**src/rtl/frac_div_pkg.sv**
```systemverilog
// Shared types for the fractional-N clock-enable generator.
// Latency: n/a (declarations only).
// Backpressure: n/a.
package frac_div_pkg;

    // Default width of ratio operands, quotient, remainder and period counter
    localparam int DEF_W = 8;

    // Controller sequencing: accept -> validate -> divide -> wait for period end -> apply
    typedef enum logic [2:0] {
        ST_IDLE     = 3'd0,
        ST_CHECK    = 3'd1,
        ST_CALC     = 3'd2,
        ST_WAIT_BND = 3'd3,
        ST_APPLY    = 3'd4
    } state_e;

endpackage

```
**src/rtl/frac_div_ctrl_if.sv**
```systemverilog
// Config handshake, status and pulse output of the fractional-N enable generator.
// Latency: n/a (wiring only).
// Backpressure: cfg_valid/cfg_ready; the slave holds cfg_ready low while busy.
// Optional FRAC_DIV_CTRL_STATUS_EN adds pulse_cnt and cur_q status signals.
interface frac_div_ctrl_if #(
    parameter int W = frac_div_pkg::DEF_W
);
    logic         enable;
    logic         cfg_valid;
    logic         cfg_ready;
    logic [W-1:0] cfg_src_num;
    logic [W-1:0] cfg_dst_num;
    logic         cfg_err;
    logic         busy;
    logic         cfg_loaded;
    logic         clk_en_out;
`ifdef FRAC_DIV_CTRL_STATUS_EN
    logic [15:0]  pulse_cnt;
    logic [W-1:0] cur_q;

    modport master (
        output enable, cfg_valid, cfg_src_num, cfg_dst_num,
        input  cfg_ready, cfg_err, busy, cfg_loaded, clk_en_out, pulse_cnt, cur_q
    );
    modport slave (
        input  enable, cfg_valid, cfg_src_num, cfg_dst_num,
        output cfg_ready, cfg_err, busy, cfg_loaded, clk_en_out, pulse_cnt, cur_q
    );
`else
    modport master (
        output enable, cfg_valid, cfg_src_num, cfg_dst_num,
        input  cfg_ready, cfg_err, busy, cfg_loaded, clk_en_out
    );
    modport slave (
        input  enable, cfg_valid, cfg_src_num, cfg_dst_num,
        output cfg_ready, cfg_err, busy, cfg_loaded, clk_en_out
    );
`endif
endinterface

```
**src/rtl/frac_div_serdiv.sv**
```systemverilog
// Restoring divider producing one quotient bit per clock, MSB first.
// Latency: W cycles after start; done is high during the final step cycle.
// Backpressure: none; start may be issued at any time and restarts the division.
module frac_div_serdiv
    import frac_div_pkg::*;
#(
    parameter int W = DEF_W
) (
    input  logic         clk,
    input  logic         rst,
    input  logic         start,
    input  logic [W-1:0] dividend,
    input  logic [W-1:0] divisor,
    output logic         done,
    output logic [W-1:0] quo,
    output logic [W-1:0] rem
);
    localparam int CW = $clog2(W + 1);

    logic [CW-1:0] steps_left;
    logic [W-1:0]  quo_r;
    logic [W-1:0]  rem_r;
    logic [W-1:0]  dvs_r;
    logic [W:0]    shifted;
    logic [W-1:0]  trial;
    logic          fits;

    // Partial remainder shifted left with the next dividend bit brought in
    assign shifted = {rem_r, quo_r[W-1]};
    assign fits    = (shifted >= {1'b0, dvs_r});
    // When it fits the difference is below the divisor, so W bits hold it exactly
    assign trial   = shifted[W-1:0] - dvs_r;

    assign done = (steps_left == CW'(1));
    assign quo  = quo_r;
    assign rem  = rem_r;

    // Load operands on start, then one restoring step per cycle; results hold afterwards
    always_ff @(posedge clk or posedge rst) begin
        if (rst) begin
            steps_left <= '0;
            quo_r      <= '0;
            rem_r      <= '0;
            dvs_r      <= '0;
        end else if (start) begin
            steps_left <= CW'(W);
            quo_r      <= dividend;
            rem_r      <= '0;
            dvs_r      <= divisor;
        end else if (steps_left != '0) begin
            rem_r      <= fits ? trial : shifted[W-1:0];
            quo_r      <= {quo_r[W-2:0], fits};
            steps_left <= steps_left - 1'b1;
        end
    end

endmodule

```
**src/rtl/frac_div_ctrl.sv**
```systemverilog
// Fractional-N clock-enable generator: DST single-cycle pulses per SRC clocks, ratio set at run time.
// Latency: accept to cfg_ready high again is W+3 cycles minimum, longer while waiting for a period end.
// Backpressure: cfg_ready low whenever the controller is not idle; offers while busy are ignored.
// Optional FRAC_DIV_CTRL_STATUS_EN adds pulse_cnt (pulses since last apply) and cur_q outputs.
module frac_div_ctrl
    import frac_div_pkg::*;
#(
    parameter int W = DEF_W
) (
    input  logic            clk,
    input  logic            rst,
    frac_div_ctrl_if.slave  bus
);
    state_e        state;
    logic [W-1:0]  cap_s;
    logic [W-1:0]  cap_d;
    logic          cfg_bad;
    logic          div_start;
    logic          div_done;
    logic [W-1:0]  div_q;
    logic [W-1:0]  div_r;

    logic [W-1:0]  eng_q;
    logic [W-1:0]  eng_r;
    logic [W-1:0]  eng_d;
    logic [W-1:0]  cnt;
    logic [W-1:0]  end_val;
    logic [W:0]    acc;
    logic [W:0]    acc_sum;
    logic          acc_ge;
    logic          eng_active;
    logic          wrap;
    logic          apply;
    logic          clk_en_q;
    logic          loaded_q;

    // A ratio needs at least one output pulse and no more pulses than source cycles
    assign cfg_bad   = (cap_d == '0) || (cap_s < cap_d);
    assign div_start = (state == ST_CHECK) && !cfg_bad;
    assign apply     = (state == ST_APPLY);

    frac_div_serdiv #(.W(W)) u_div (
        .clk      (clk),
        .rst      (rst),
        .start    (div_start),
        .dividend (cap_s),
        .divisor  (cap_d),
        .done     (div_done),
        .quo      (div_q),
        .rem      (div_r)
    );

    // Controller: capture the offered ratio, validate, divide, wait for a period boundary, apply
    always_ff @(posedge clk or posedge rst) begin
        if (rst) begin
            state <= ST_IDLE;
            cap_s <= '0;
            cap_d <= '0;
        end else begin
            case (state)
                ST_IDLE: begin
                    if (bus.cfg_valid) begin
                        cap_s <= bus.cfg_src_num;
                        cap_d <= bus.cfg_dst_num;
                        state <= ST_CHECK;
                    end
                end
                ST_CHECK:    state <= cfg_bad ? ST_IDLE : ST_CALC;
                ST_CALC:     if (div_done) state <= ST_WAIT_BND;
                // A pulse marks the start of a new period; with no running train there is nothing to wait for
                ST_WAIT_BND: if (clk_en_q || !bus.enable || !loaded_q) state <= ST_APPLY;
                ST_APPLY:    state <= ST_IDLE;
                default:     state <= ST_IDLE;
            endcase
        end
    end

    // Engine period bookkeeping: acc carries the fractional part, one extra cycle each time it overflows D
    assign eng_active = bus.enable && loaded_q;
    assign wrap       = (cnt == end_val);
    assign acc_sum    = acc + {1'b0, eng_r};
    assign acc_ge     = (acc_sum >= {1'b0, eng_d});

    // Pulse engine: count to the period end, emit a pulse, choose the next period length
    always_ff @(posedge clk or posedge rst) begin
        if (rst) begin
            eng_q    <= '0;
            eng_r    <= '0;
            eng_d    <= '0;
            cnt      <= '0;
            end_val  <= '0;
            acc      <= '0;
            clk_en_q <= 1'b0;
            loaded_q <= 1'b0;
        end else begin
            // A period of the old ratio that ends in the apply cycle still gets its pulse
            clk_en_q <= eng_active && wrap;
            if (apply) begin
                eng_q    <= div_q;
                eng_r    <= div_r;
                eng_d    <= cap_d;
                cnt      <= '0;
                acc      <= '0;
                end_val  <= div_q - 1'b1;
                loaded_q <= 1'b1;
            end else if (!eng_active) begin
                cnt      <= '0;
                acc      <= '0;
                end_val  <= eng_q - 1'b1;
            end else if (wrap) begin
                cnt      <= '0;
                acc      <= acc_ge ? (acc_sum - {1'b0, eng_d}) : acc_sum;
                end_val  <= acc_ge ? eng_q : (eng_q - 1'b1);
            end else begin
                cnt      <= cnt + 1'b1;
            end
        end
    end

    assign bus.cfg_ready  = (state == ST_IDLE);
    assign bus.busy       = (state != ST_IDLE);
    assign bus.cfg_err    = (state == ST_CHECK) && cfg_bad;
    assign bus.cfg_loaded = loaded_q;
    assign bus.clk_en_out = clk_en_q;

`ifdef FRAC_DIV_CTRL_STATUS_EN
    logic [15:0] pulse_cnt_q;

    // Pulse counter restarts with each applied ratio and wraps naturally
    always_ff @(posedge clk or posedge rst) begin
        if (rst) begin
            pulse_cnt_q <= '0;
        end else if (apply) begin
            pulse_cnt_q <= '0;
        end else if (clk_en_q) begin
            pulse_cnt_q <= pulse_cnt_q + 16'd1;
        end
    end

    assign bus.pulse_cnt = pulse_cnt_q;
    assign bus.cur_q     = eng_q;
`endif

endmodule

```
**src/flat_wrapper.sv**
```systemverilog
// flat-port wrapper written by rule: the top's interface ports become plain ports
module frac_div_ctrl_flat import frac_div_pkg::*;
#(
    parameter int W = DEF_W
)
  (clk, rst, bus_enable, bus_cfg_valid, bus_cfg_src_num, bus_cfg_dst_num, bus_cfg_ready, bus_cfg_err, bus_busy, bus_cfg_loaded, bus_clk_en_out);
  frac_div_ctrl_if #(.W(W)) bus_i ();
  input  logic clk;
  input  logic rst;
  input wire logic [$bits(bus_i.enable)-1:0] bus_enable;
  input wire logic [$bits(bus_i.cfg_valid)-1:0] bus_cfg_valid;
  input wire logic [$bits(bus_i.cfg_src_num)-1:0] bus_cfg_src_num;
  input wire logic [$bits(bus_i.cfg_dst_num)-1:0] bus_cfg_dst_num;
  output wire logic [$bits(bus_i.cfg_ready)-1:0] bus_cfg_ready;
  output wire logic [$bits(bus_i.cfg_err)-1:0] bus_cfg_err;
  output wire logic [$bits(bus_i.busy)-1:0] bus_busy;
  output wire logic [$bits(bus_i.cfg_loaded)-1:0] bus_cfg_loaded;
  output wire logic [$bits(bus_i.clk_en_out)-1:0] bus_clk_en_out;
  assign bus_i.enable = bus_enable;
  assign bus_i.cfg_valid = bus_cfg_valid;
  assign bus_i.cfg_src_num = bus_cfg_src_num;
  assign bus_i.cfg_dst_num = bus_cfg_dst_num;
  assign bus_cfg_ready = bus_i.cfg_ready;
  assign bus_cfg_err = bus_i.cfg_err;
  assign bus_busy = bus_i.busy;
  assign bus_cfg_loaded = bus_i.cfg_loaded;
  assign bus_clk_en_out = bus_i.clk_en_out;
  frac_div_ctrl #(.W(W)) u_core (.clk(clk), .rst(rst), .bus(bus_i));
endmodule
```
**config.mk**
```make
export PLATFORM = sky130hd
export DESIGN_NAME = frac_div_ctrl_flat
export DESIGN_NICKNAME = d
export VERILOG_FILES = /design/src/rtl/frac_div_pkg.sv /design/src/rtl/frac_div_ctrl_if.sv /design/src/rtl/frac_div_serdiv.sv /design/src/rtl/frac_div_ctrl.sv /design/src/flat_wrapper.sv
export SDC_FILE = /design/constraint.sdc
export NUM_CORES = 1
export LEC_CHECK = 0
export ABC_AREA = 1
export BUFFER_PORTS_ARGS = -buffer_cell sky130_fd_sc_hd__buf_4
export CORE_UTILIZATION = 56
export DETAILED_ROUTE_END_ITERATION = 7
export GPL_TIMING_DRIVEN = 0
export PLACE_DENSITY = 0.76
export REMOVE_ABC_BUFFERS = 1
export SYNTH_ARGS = -nofsm -noshare
export SYNTH_HDL_FRONTEND = slang
export SYNTH_SLANG_ARGS = --single-unit
```
**constraint.sdc**
```tcl
create_clock -name clk -period 3.5 [get_ports clk]
set_clock_uncertainty 0.1 [all_clocks]
set_input_delay 0.7 -clock clk [delete_from_list [all_inputs] [get_ports clk]]
set_output_delay 0.7 -clock clk [all_outputs]
set_load 0.05 [all_outputs]
```
Yosys cells after proc, flatten, opt, wreduce, memory -nomap -nowiden
Index checks and enable logic that the tools add are counted.
{ "word_totals": {"reg_bits": 98, "input_bits": 20, "output_inout_bits": 5, "wordCells": 75} }
{ "classes": {"add_sub_neg": 7, "n_lt_le_gt_ge": 3, "eq_ne": 10, "n_mux": 23, "reduce_logical": 17} }
{ "ops": {"columns": ["cell", "n"], "rows": [
  ["two-way mux 8 bit", 12],
  ["two-way mux 9 bit", 4],
  [">= comparator 9 x 8 -> 1 bit", 2],
  ["subtractor 8 x 1 -> 8 bit (second input constant)", 2],
  ["case mux 3 bit (4 select lines)", 1],
  ["adder 9 x 8 -> 9 bit", 1],
  ["two-way mux 3 bit", 3],
  ["subtractor 9 x 8 -> 9 bit", 1],
  ["adder 8 x 1 -> 8 bit (second input constant)", 1],
  ["equality test 8 bit", 1],
  ["logical NOT 8 bit", 1],
  ["< comparator 8 bit", 1],
  ["two-way mux 4 bit", 2],
  ["subtractor 8 bit", 1],
  ["equality test 3 x 2 -> 1 bit (second input constant)", 2],
  ["equality test 4 x 1 -> 1 bit (second input constant)", 1],
  ["logical AND 1 bit", 4],
  ["inequality test 2 x 1 -> 1 bit (second input constant)", 2],
  ["nonzero test 4 bit", 1],
  ["subtractor 4 x 1 -> 4 bit (second input constant)", 1],
  ["equality test 3 x 1 -> 1 bit (second input constant)", 1],
  ["equality test 3 bit (second input constant)", 1],
  ["logical NOT 1 bit", 3],
  ["logical NOT 3 bit", 1],
  ["8 further kinds", 10]
]} }

Longest topological paths before layout
Gate-level depths: netlist of run 1.
{ "logic_depth": {"ltp_word": 6, "depth_mapped": 21, "depth_no_buf": 21} }

Modules after synthesis
Synthesis of run 1 repeated with hierarchy kept, for this count alone.
{ "unflattened": {"cells_unflattened": 760, "area_unflattened_um2": 5893.2} }
{ "by_module_without_submodules": {"columns": ["module", "n_inst", "cells_per_inst", "area_per_inst_um2", "seq_area_each_um2"], "rows": [
  ["frac_div_ctrl", 1, 542, 4214.0, 1751.7],
  ["frac_div_serdiv", 1, 218, 1679.1, 700.7]
]} }

Worst setup path after synthesis of run 1
No wires, ideal clock.
{ "synth_path": {"path_type": "flip-flop to flip-flop", "from": "register u_core.acc[0]", "to": "register u_core.acc[5]", "setup_time_ns": 0.122, "t_arrival_ns": 2.721, "t_required_ns": 3.278, "setup_slack_ns": 0.557, "stages_incl_launch_ff": 19, "path_buffers": 2, "synth_period_minus_slack_ns": 2.943, "cell_sequence": "dfrtp_1 ha_1 inv_1 fa_1 inv_1 nand3_1 nand2_2 a31oi_1 xnor2_1 ha_1 a21o_1 nor2_1 nand2_1 nand2_1 nand3_2 buf_6 buf_8 o211ai_2 nand2_1"} }
{ "synth_via": {"elab_chain_len": 6, "elab_cells_between_ends": 7, "cone_classes": "add/sub: 2; order compare: 1; mux: 4"} }
{ "synth_lines": {"columns": ["element", "line", "source"], "rows": [
  ["start: declaration", "frac_div_ctrl.sv:28", "logic [W:0] acc;"],
  ["start signal: assignment", "frac_div_ctrl.sv:112", "acc <= acc_ge ? (acc_sum - {1'b0, eng_d}) : acc_sum;"],
  ["adder 9 x 8 -> 9 bit *", "frac_div_ctrl.sv:81", "assign acc_sum = acc + {1'b0, eng_r};"],
  ["subtractor 9 x 8 -> 9 bit or >= comparator 9 x 8 -> 1 bit (tied branches)", "frac_div_ctrl.sv:112, frac_div_ctrl.sv:82", null],
  ["two-way mux 9 bit *", "frac_div_ctrl.sv:112", null],
  ["two-way mux 9 bit *", "frac_div_ctrl.sv:110", "end else if (wrap) begin"],
  ["two-way mux 9 bit *", "frac_div_ctrl.sv:106", "end else if (!eng_active) begin"],
  ["two-way mux 9 bit *", "frac_div_ctrl.sv:98", "if (apply) begin"]
]} }
Every way passes the cells marked *; elsewhere a longest branch is shown, timed or not. The select of a mux whose other input is x is not followed.
A chain may end at the register's enable or synchronous reset.

Worst setup path in the final report of run 1
{ "layout_path": {"from": "register u_core.eng_r[0]", "to": "register u_core.end_val[1]"} }
{ "layout_via": {"elab_chain_len": 6} }
{ "layout_lines": {"columns": ["element", "line", "source"], "rows": [
  ["start: declaration", "frac_div_ctrl.sv:24", "logic [W-1:0] eng_r;"],
  ["start signal: assignment", "frac_div_ctrl.sv:100", "eng_r <= div_r;"],
  ["adder 9 x 8 -> 9 bit", "frac_div_ctrl.sv:81", null],
  [">= comparator 9 x 8 -> 1 bit", "frac_div_ctrl.sv:82", "assign acc_ge = (acc_sum >= {1'b0, eng_d});"],
  ["two-way mux 8 bit", "frac_div_ctrl.sv:113", "end_val <= acc_ge ? eng_q : (eng_q - 1'b1);"],
  ["two-way mux 8 bit", "frac_div_ctrl.sv:110", null],
  ["two-way mux 8 bit", "frac_div_ctrl.sv:106", null],
  ["two-way mux 8 bit", "frac_div_ctrl.sv:98", null],
  ["end signal: assignment", "frac_div_ctrl.sv:104", "end_val <= div_q - 1'b1;"],
  ["end signal: assignment", "frac_div_ctrl.sv:109", "end_val <= eng_q - 1'b1;"],
  ["end signal: assignment", "frac_div_ctrl.sv:113", null],
  ["end: declaration", "frac_div_ctrl.sv:27", "logic [W-1:0] end_val;"]
]} }
Every way passes these cells. The select of a mux whose other input is x is not followed.

==> run metrics, run 1 <==
status finished, final reports clean; number of I/O pins 25; routability-driven placement congestion ratio ~0.9; wire per inst roughly 14 um; Metal-1 WL between 5000 and 6000 um; synth warn 0; asr flop ratio synth 100%; WS Path Type reg2reg; Cell Count Post-Placement 887; Pint ~1400 uW; biggest area consumer among synthesized cells dfrtp_1; gr usage total 24.5%; syn avg cell area just under 8 um2; via count 4,888; CP Cell Sequence ha_1 -> inv_1 -> fa_1 -> inv_1 -> nand3_1 -> nand2_2 -> a31oi_1 -> xnor2_1 -> ha_1 -> a21o_1 -> nor2_1 -> nand2_1 -> nand2_2 -> nand3_4 -> nand3_1 -> nand2_1 -> o21ai_0 -> nand2_1; Net Sw Power 441 uW; antenna cell count 0; Max Freq between 0.3 and 0.4 GHz; Post-Synth Adder-Cell Area ~9%; post-synthesis compound-gate area fraction between 10% and 20%; Setup Viol. Count Final 0; initial antenna violation count 0; P per Cell Area slightly below 300 mW/mm2; Area Overhead vs Synth 8.69%; DR pass1 iterations 7; Post-Synthesis Cells 746; predominant post-synthesis flop cell dfrtp_1; xor and xnor fraction of the mapped netlist area 3.13%; Finished Core Util about 62%; clock latency on the worst-skew pair around 0.38 ns; leak pwr around 0.0033 uW; largest net degree at the start of global routing 72; ranking of synthesized cells by area dfrtp_1 42%, nand2_1 9.9%, ha_1 7.9%; met3 WL post-DR ~420 um; Worst Setup End Kind register; CTS H-tree lvls 3; DRC Markers 0; Slew headroom around two fifths; CTS tree yes; Die Height about 100 um; mux cell area share after synthesis less than 1%; simple-gate share of the synthesized area about 23%; max incr delay on CP between 0.3 and 0.4 ns; CTS root buf clkbuf_8; uppermost routed layer met4; WP data arrival approximately 3.4 ns; fin crit share 93.4%; clock share of power a little under two fifths; Fin. Hold Viols 0; CP most frequent cell nand2_1; grt ovf 0; EDFF count, synth 0; slowest CP cell fa_1; Inserted Clock Buffers 9; fillers 902; Antenna Violating Nets Remaining 0; Worst IR Drop VDD 0.000191 V; Hold Path Class in2async; RSZ-0062 raised after global routing no; drt via density about 5.4; #FFs+latches synth 98; max-cap viol count 0; max reg flops 9; Final Max Tran Viols 0; Site Rows 37; largest family of logic cells by synthesized area simple AND/OR/NAND/NOR gates; post-synthesis sequential area ratio between 40% and 50%; share of cells above drive strength 1 11.7%; synth cell count leaders 155 x nand2_1, 100 x inv_1, 98 x dfrtp_1; Reg clk slew, reported paths 0.10 ns; IO buf count 24; core area ~0.01 mm2; clock sink count slightly below 100; DR WL met2 just under 6000 um; worst-case clock buffer depth 2; Largest Register u_core.acc; Mapped Area roughly 0.0059 mm2; Starting DRT DRC Count roughly 260; Initial Utilization between 50% and 60%; Logic pwr share 2.2%; Final HPWL DP ~9000 um; Slew @ Worst Pin approximately 0.90 ns; synth unique cells between 40 and 50; Seq pwr share 59.9%; width of the die approximately 100 um; Post-Layout Cell Count 907; vias in the first global route ~4,700; first-pass GRT wire length 21,400 um; Post-CTS Hold Fix Bufs 0; most common cell in the netlist nand2_1; share of the synthesized area in the top cell type a little over two fifths; crit path max fanout 6; nets ~830; WP data required 3.67 ns; Tot Pwr approximately 1900 uW; Switching Fraction between 20% and 30%; fin crit period ~3.3 ns; Die ar. about 0.011 mm2; Startpoint Class register; Post-Route WL 12,500 um; hold_ws between 0.2 and 0.25 ns
[layout by cell type (no fill, tap or decap), types with 4 or more instances in the layout]
cell      Yosys  final
nand2_1     155    153
inv_1       100     99
dfrtp_1      98     98
nor2_1       87     87
o21ai_0      68     68
a21oi_1      48     47
ha_1         37     37
buf_4         0     27
nand3_1      23     23
nand2_2      10     11
xor2_1       11     11
clkbuf_8      0     11
xnor2_1      10     10
nor3_1        9      9
or2_2         8      8
nand4_1       7      7
nand3_2       6      6
o211ai_2      6      6
o22ai_1       5      5
a21o_1        4      4
nor4_1        4      4
o21ai_1       4      4
[power by group through the flow]
stage	clock network [uW]	logic [uW]	registers [uW]
4_1_cts	732	44.1	1130
5_1_grt	770	48.4	1130
6_report	716	42.0	1130
3_5_place_dp	0	43.9	1150
3_3_place_gp	0	38.6	1150
2_1_floorplan	0	16.6	1150
[per-layer routing]
layer,global-route usage (%),vias to the layer above
li1,-,2460
met1,31.8,2286
met2,40.8,112
met3,3.51,30
met4,10.8,0
met5,0,-
[final cells by class]
type / count / area, um2 / share of cell area, %
multi-input cells: 526 / 2960 / 46.3
repair buffers: 28 / 230 / 3.60
well taps: 136 / 170 / 2.66
flip-flops and latches: 98 / 2450 / 38.4
clock inverters: 5 / 35.0 / 0.548
inverters: 103 / 389 / 6.09
clock buffers: 11 / 151 / 2.37
[kinds of logic (layout without fill, tap and decap cells)]
group	Yosys count	in the layout
buffers and inverters	123	147
AO/OA/AOI/OAI	147	147
flip-flops	98	98
multiplexers	3	3
XOR/XNOR	21	21
AND/OR/NAND/NOR	314	315
adder cells (fa/ha/maj)	40	40
[worst max-delay path: cells and delay by family, from the launching register on]
family          cells  cell delay, ns
fa+ha+maj           3            0.90
simple gates        9            0.89
flops               1            0.36
xor+xnor            1            0.27
buf+inv             2            0.14
compound gates      3            0.49
[through the flow]
stage                     setup slack, ns  TNS, ns  area (um2)
after floorplan                     0.138        0        5760
after global placement              -1.04  -102.16        6110
after detailed placement           -0.238    -1.43        6140
after CTS                          0.0259        0        6340
after global routing              0.00308        0        6390
final                               0.233        0        6390
[final timing paths]
| check | slack, ns | startpoint | endpoint | depth (start not counted) |
|---|---|---|---|---|
| setup / recovery | 0.23 | u_core.eng_r[0] | u_core.end_val[1] | 18 |
| hold / removal | 0.20 | rst | u_core.acc[7] | 2 |
| setup reg to reg | 0.23 | u_core.eng_r[0] | u_core.end_val[1] | 18 |
| hold reg to reg | 0.39 | u_core.u_div.dvs_r[5] | u_core.u_div.dvs_r[5] | 2 |
| max in group asynchronous | 2.41 | rst | u_core.u_div.dvs_r[1] | 3 |
| min in group clk | 0.39 | u_core.u_div.dvs_r[5] | u_core.u_div.dvs_r[5] | 2 |
[repair_timing]
action | in CTS | in global routing
setup buffers | 0 | 3
resized for setup | 2 | 3
endpoints found under the setup margin | 8 | 11
gates cloned | 0 | 1
pin swaps | 0 | 2
Note: power is estimated with default switching activity, not from simulation.
==> run 2, diff against run 1 <==
SYNTH_HIERARCHICAL = 1   (was default)
==> run 2 against run 1 <==
Net effect:
- register-to-register slack lost 0.04 ns
- non-clock buffer count is 5 higher
- sequential share of layout area fell by 0.33 points
- hold slack gained 0.19 ns
- power decreased by 1.6%
- sequential power about the same
- synthesized area rose by 0.28%
- wire length up 1.1%
- critical path depth rose by 2
- via count rose by 1.1%
- clock-buffer cell count grew 1
- largest power group unchanged
==> run metrics, run 2 <==
wire per inst approximately 14 um; initial antenna violation count 0; Worst Setup End Kind register; IO buf count 24; Setup Viol. Count Final 0; fin crit share 94.4%; Worst Hold Launch u_core/eng_d[2]; grt ovf 0; core area slightly above 0.01 mm2; max-cap viol count 0; fin crit period between 3 and 4 ns; Initial Utilization a little under three fifths; Slew headroom 29.7%; width of the die about 100 um; Final Max Tran Viols 0; WS Path Type reg2reg; Reg clk slew, reported paths approximately 0.09 ns; Largest Register u_core/acc; number of I/O pins 25; Antenna Violating Nets Remaining 0; Placed Area between 0.006 and 0.007 mm2; synth cell count leaders 204 x nand2_1, 98 x dfrtp_1, 96 x inv_1; Worst IR Drop VDD 0.000274 V; Mapped Area around 0.0059 mm2; antenna cell count 0; worst hold stages 2; largest net degree at the start of global routing about 70; WP data required 3.66 ns; syn avg cell area between 7 and 8 um2; Post-Layout Cell Count 928; predominant post-synthesis flop cell dfrtp_1; drt via density about 5.3; status finished, final reports clean; Fin. Hold Viols 0; Startpoint Class register; routability-driven placement congestion ratio 0.836; #FFs+latches synth 98; Worst R2R Path Depth 20; DR pass1 iterations 7; Post-CTS Hold Fix Bufs 0; CTS tree yes; CTS H-tree lvls 3; Area Overhead vs Synth 9.32%; Worst R2R Start u_core/acc[0]; Site Rows 37; ranking of synthesized cells by area dfrtp_1 42%, nand2_1 13%, ha_1 7.6%; most frequent cells in the layout 203 x nand2_1, 98 x dfrtp_1, 95 x inv_1; most common cell in the netlist nand2_1; synth warn 6; leak pwr 0.00350 uW; via count just under 5,000; fillers approximately 930; CTS root buf clkbuf_8; Inserted Clock Buffers 9; max reg flops 9; biggest area consumer among synthesized cells dfrtp_1; gr usage total about 24%; Starting DRT DRC Count 275; Final HPWL DP 9350 um; fin area 0.00644 mm2; Slew @ Worst Pin 1.05 ns; crit path max fanout 13; WP data arrival around 3.5 ns; DRC Markers 0; Hold Path Class reg2reg; clock latency on the worst-skew pair around 0.36 ns; first-pass GRT wire length about 22,000 um; vias in the first global route between 4,000 and 5,000; asr flop ratio synth 100%; Die ar. between 0.01 and 0.015 mm2; Cell Count Post-Placement roughly 900; Critical path origin u_core/acc[0]; Post-Route WL about 13,000 um; share of the synthesized area in the top cell type about two fifths; clock sink count a little under 100; synth unique cells 43; nets between 800 and 900; worst-case clock buffer depth 2; most common cell after layout, fill and taps aside nand2_1; Max Freq 0.303 GHz; P per Cell Area 289 mW/mm2; post-synthesis sequential area ratio about two fifths; EDFF count, synth 0; Die Height approximately 100 um; Post-Synthesis Cells 760; share of cells above drive strength 1 a little over a tenth
-- run 2: cell count changes after synthesis, sizes merged, moves of 5 or more --
cell    change
nand2      +46
o21ai      -35
nand3      +22
a21oi      -12
nand3b      +7
nor2        -6
o221ai      +6
mux2        +5
-- run 2: stage by stage --
step | util, % | setup slack [ns] | TNS [ns] | total power [uW] | hold WS, ns
finish | 62.7 | 0.195 | 0 | 1860 | 0.394
global route | 62.7 | -0.00674 | -0.0109 | 1920 | 0.419
CTS | 61.7 | 0.0230 | 0 | 1880 | 0.399
detailed placement | 60.0 | 0.0415 | 0 | 1190 | 0.376
global placement | 59.9 | 0.0413 | 0 | 1190 | 0.367
floorplan | - | 0.586 | 0 | 1170 | 0.346
-- run 2: area by class of cell --
class	instances	area, um2	share of cell area [%]
Sequential cell	98	2450	38.1
Clock buffer	12	155	2.41
Tap cell	136	170	2.64
Multi-Input combinational cell	545	3000	46.5
Timing Repair Buffer	33	260	4.04
Inverter	101	382	5.92
Clock inverter	3	25.0	0.388
-- run 2: repair_timing --
item,CTS,global route
setup endpoints to repair,0,18
setup buffers,0,9
gates resized for setup,0,2
-- run 2: kinds of logic (layout without fill, tap and decap cells) --
kind of cell	after synthesis	count (layout)	share of synthesized area (%)
and+or+nand+nor	374	375	27.2
muxes	8	8	1.53
AOI/OAI and AO/OA	100	100	9.77
xor gates and xnor gates	23	23	3.42
DFF	98	98	41.6
buffers and inverters	118	149	7.83
adders and majority gates	39	39	8.66
-- run 2: metal layers --
layer  track usage (%)  up-vias  part of all wire (%)
met5                 0        -                     0
met4              9.46        0                   1.9
met3              2.93       24                   3.3
met2              41.1      109                    48
met1              32.2     2309                    47
li1                  -     2499                     -
-- run 2: worst paths after layout --
path | endpoint | slack [ns]
worst min-delay path | u_core/eng_d[2] | 0.39
worst max register to register | u_core/end_val[3] | 0.19
worst min register to register | u_core/eng_d[2] | 0.39
max in group asynchronous | u_core/u_div/rem[1] | 2.15
worst max-delay path | u_core/end_val[3] | 0.19
min in group asynchronous | u_core/cap_d[6] | 0.42
-- run 2: worst max-delay path: stages (launching register included) --
cell and delay, ns:
dfrtp_1 0.36, ha_1 0.19, inv_1 0.08, fa_1 0.41, inv_1 0.07, nand3_1 0.07
nand2_2 0.11, a31oi_1 0.09, xnor2_1 0.24, ha_1 0.32, a21o_1 0.17, nor2_1 0.09
nand2_1 0.09, nand2_2 0.11, nand3_4 0.15, nand2_4 0.18, nand2_1 0.08, nand2_1 0.08
nand2_1 0.05, nor2_1 0.10, nor2_1 0.05
-- run 2: report_power, final --
group / switching, uW / internal (uW) / leakage (uW)
combinational: 24.5 / 13.6 / 0.00213
clock: 393 / 297 / 0.0000887
sequential: 0 / 1130 / 0.00128
total: 417 / 1440 / 0.00350
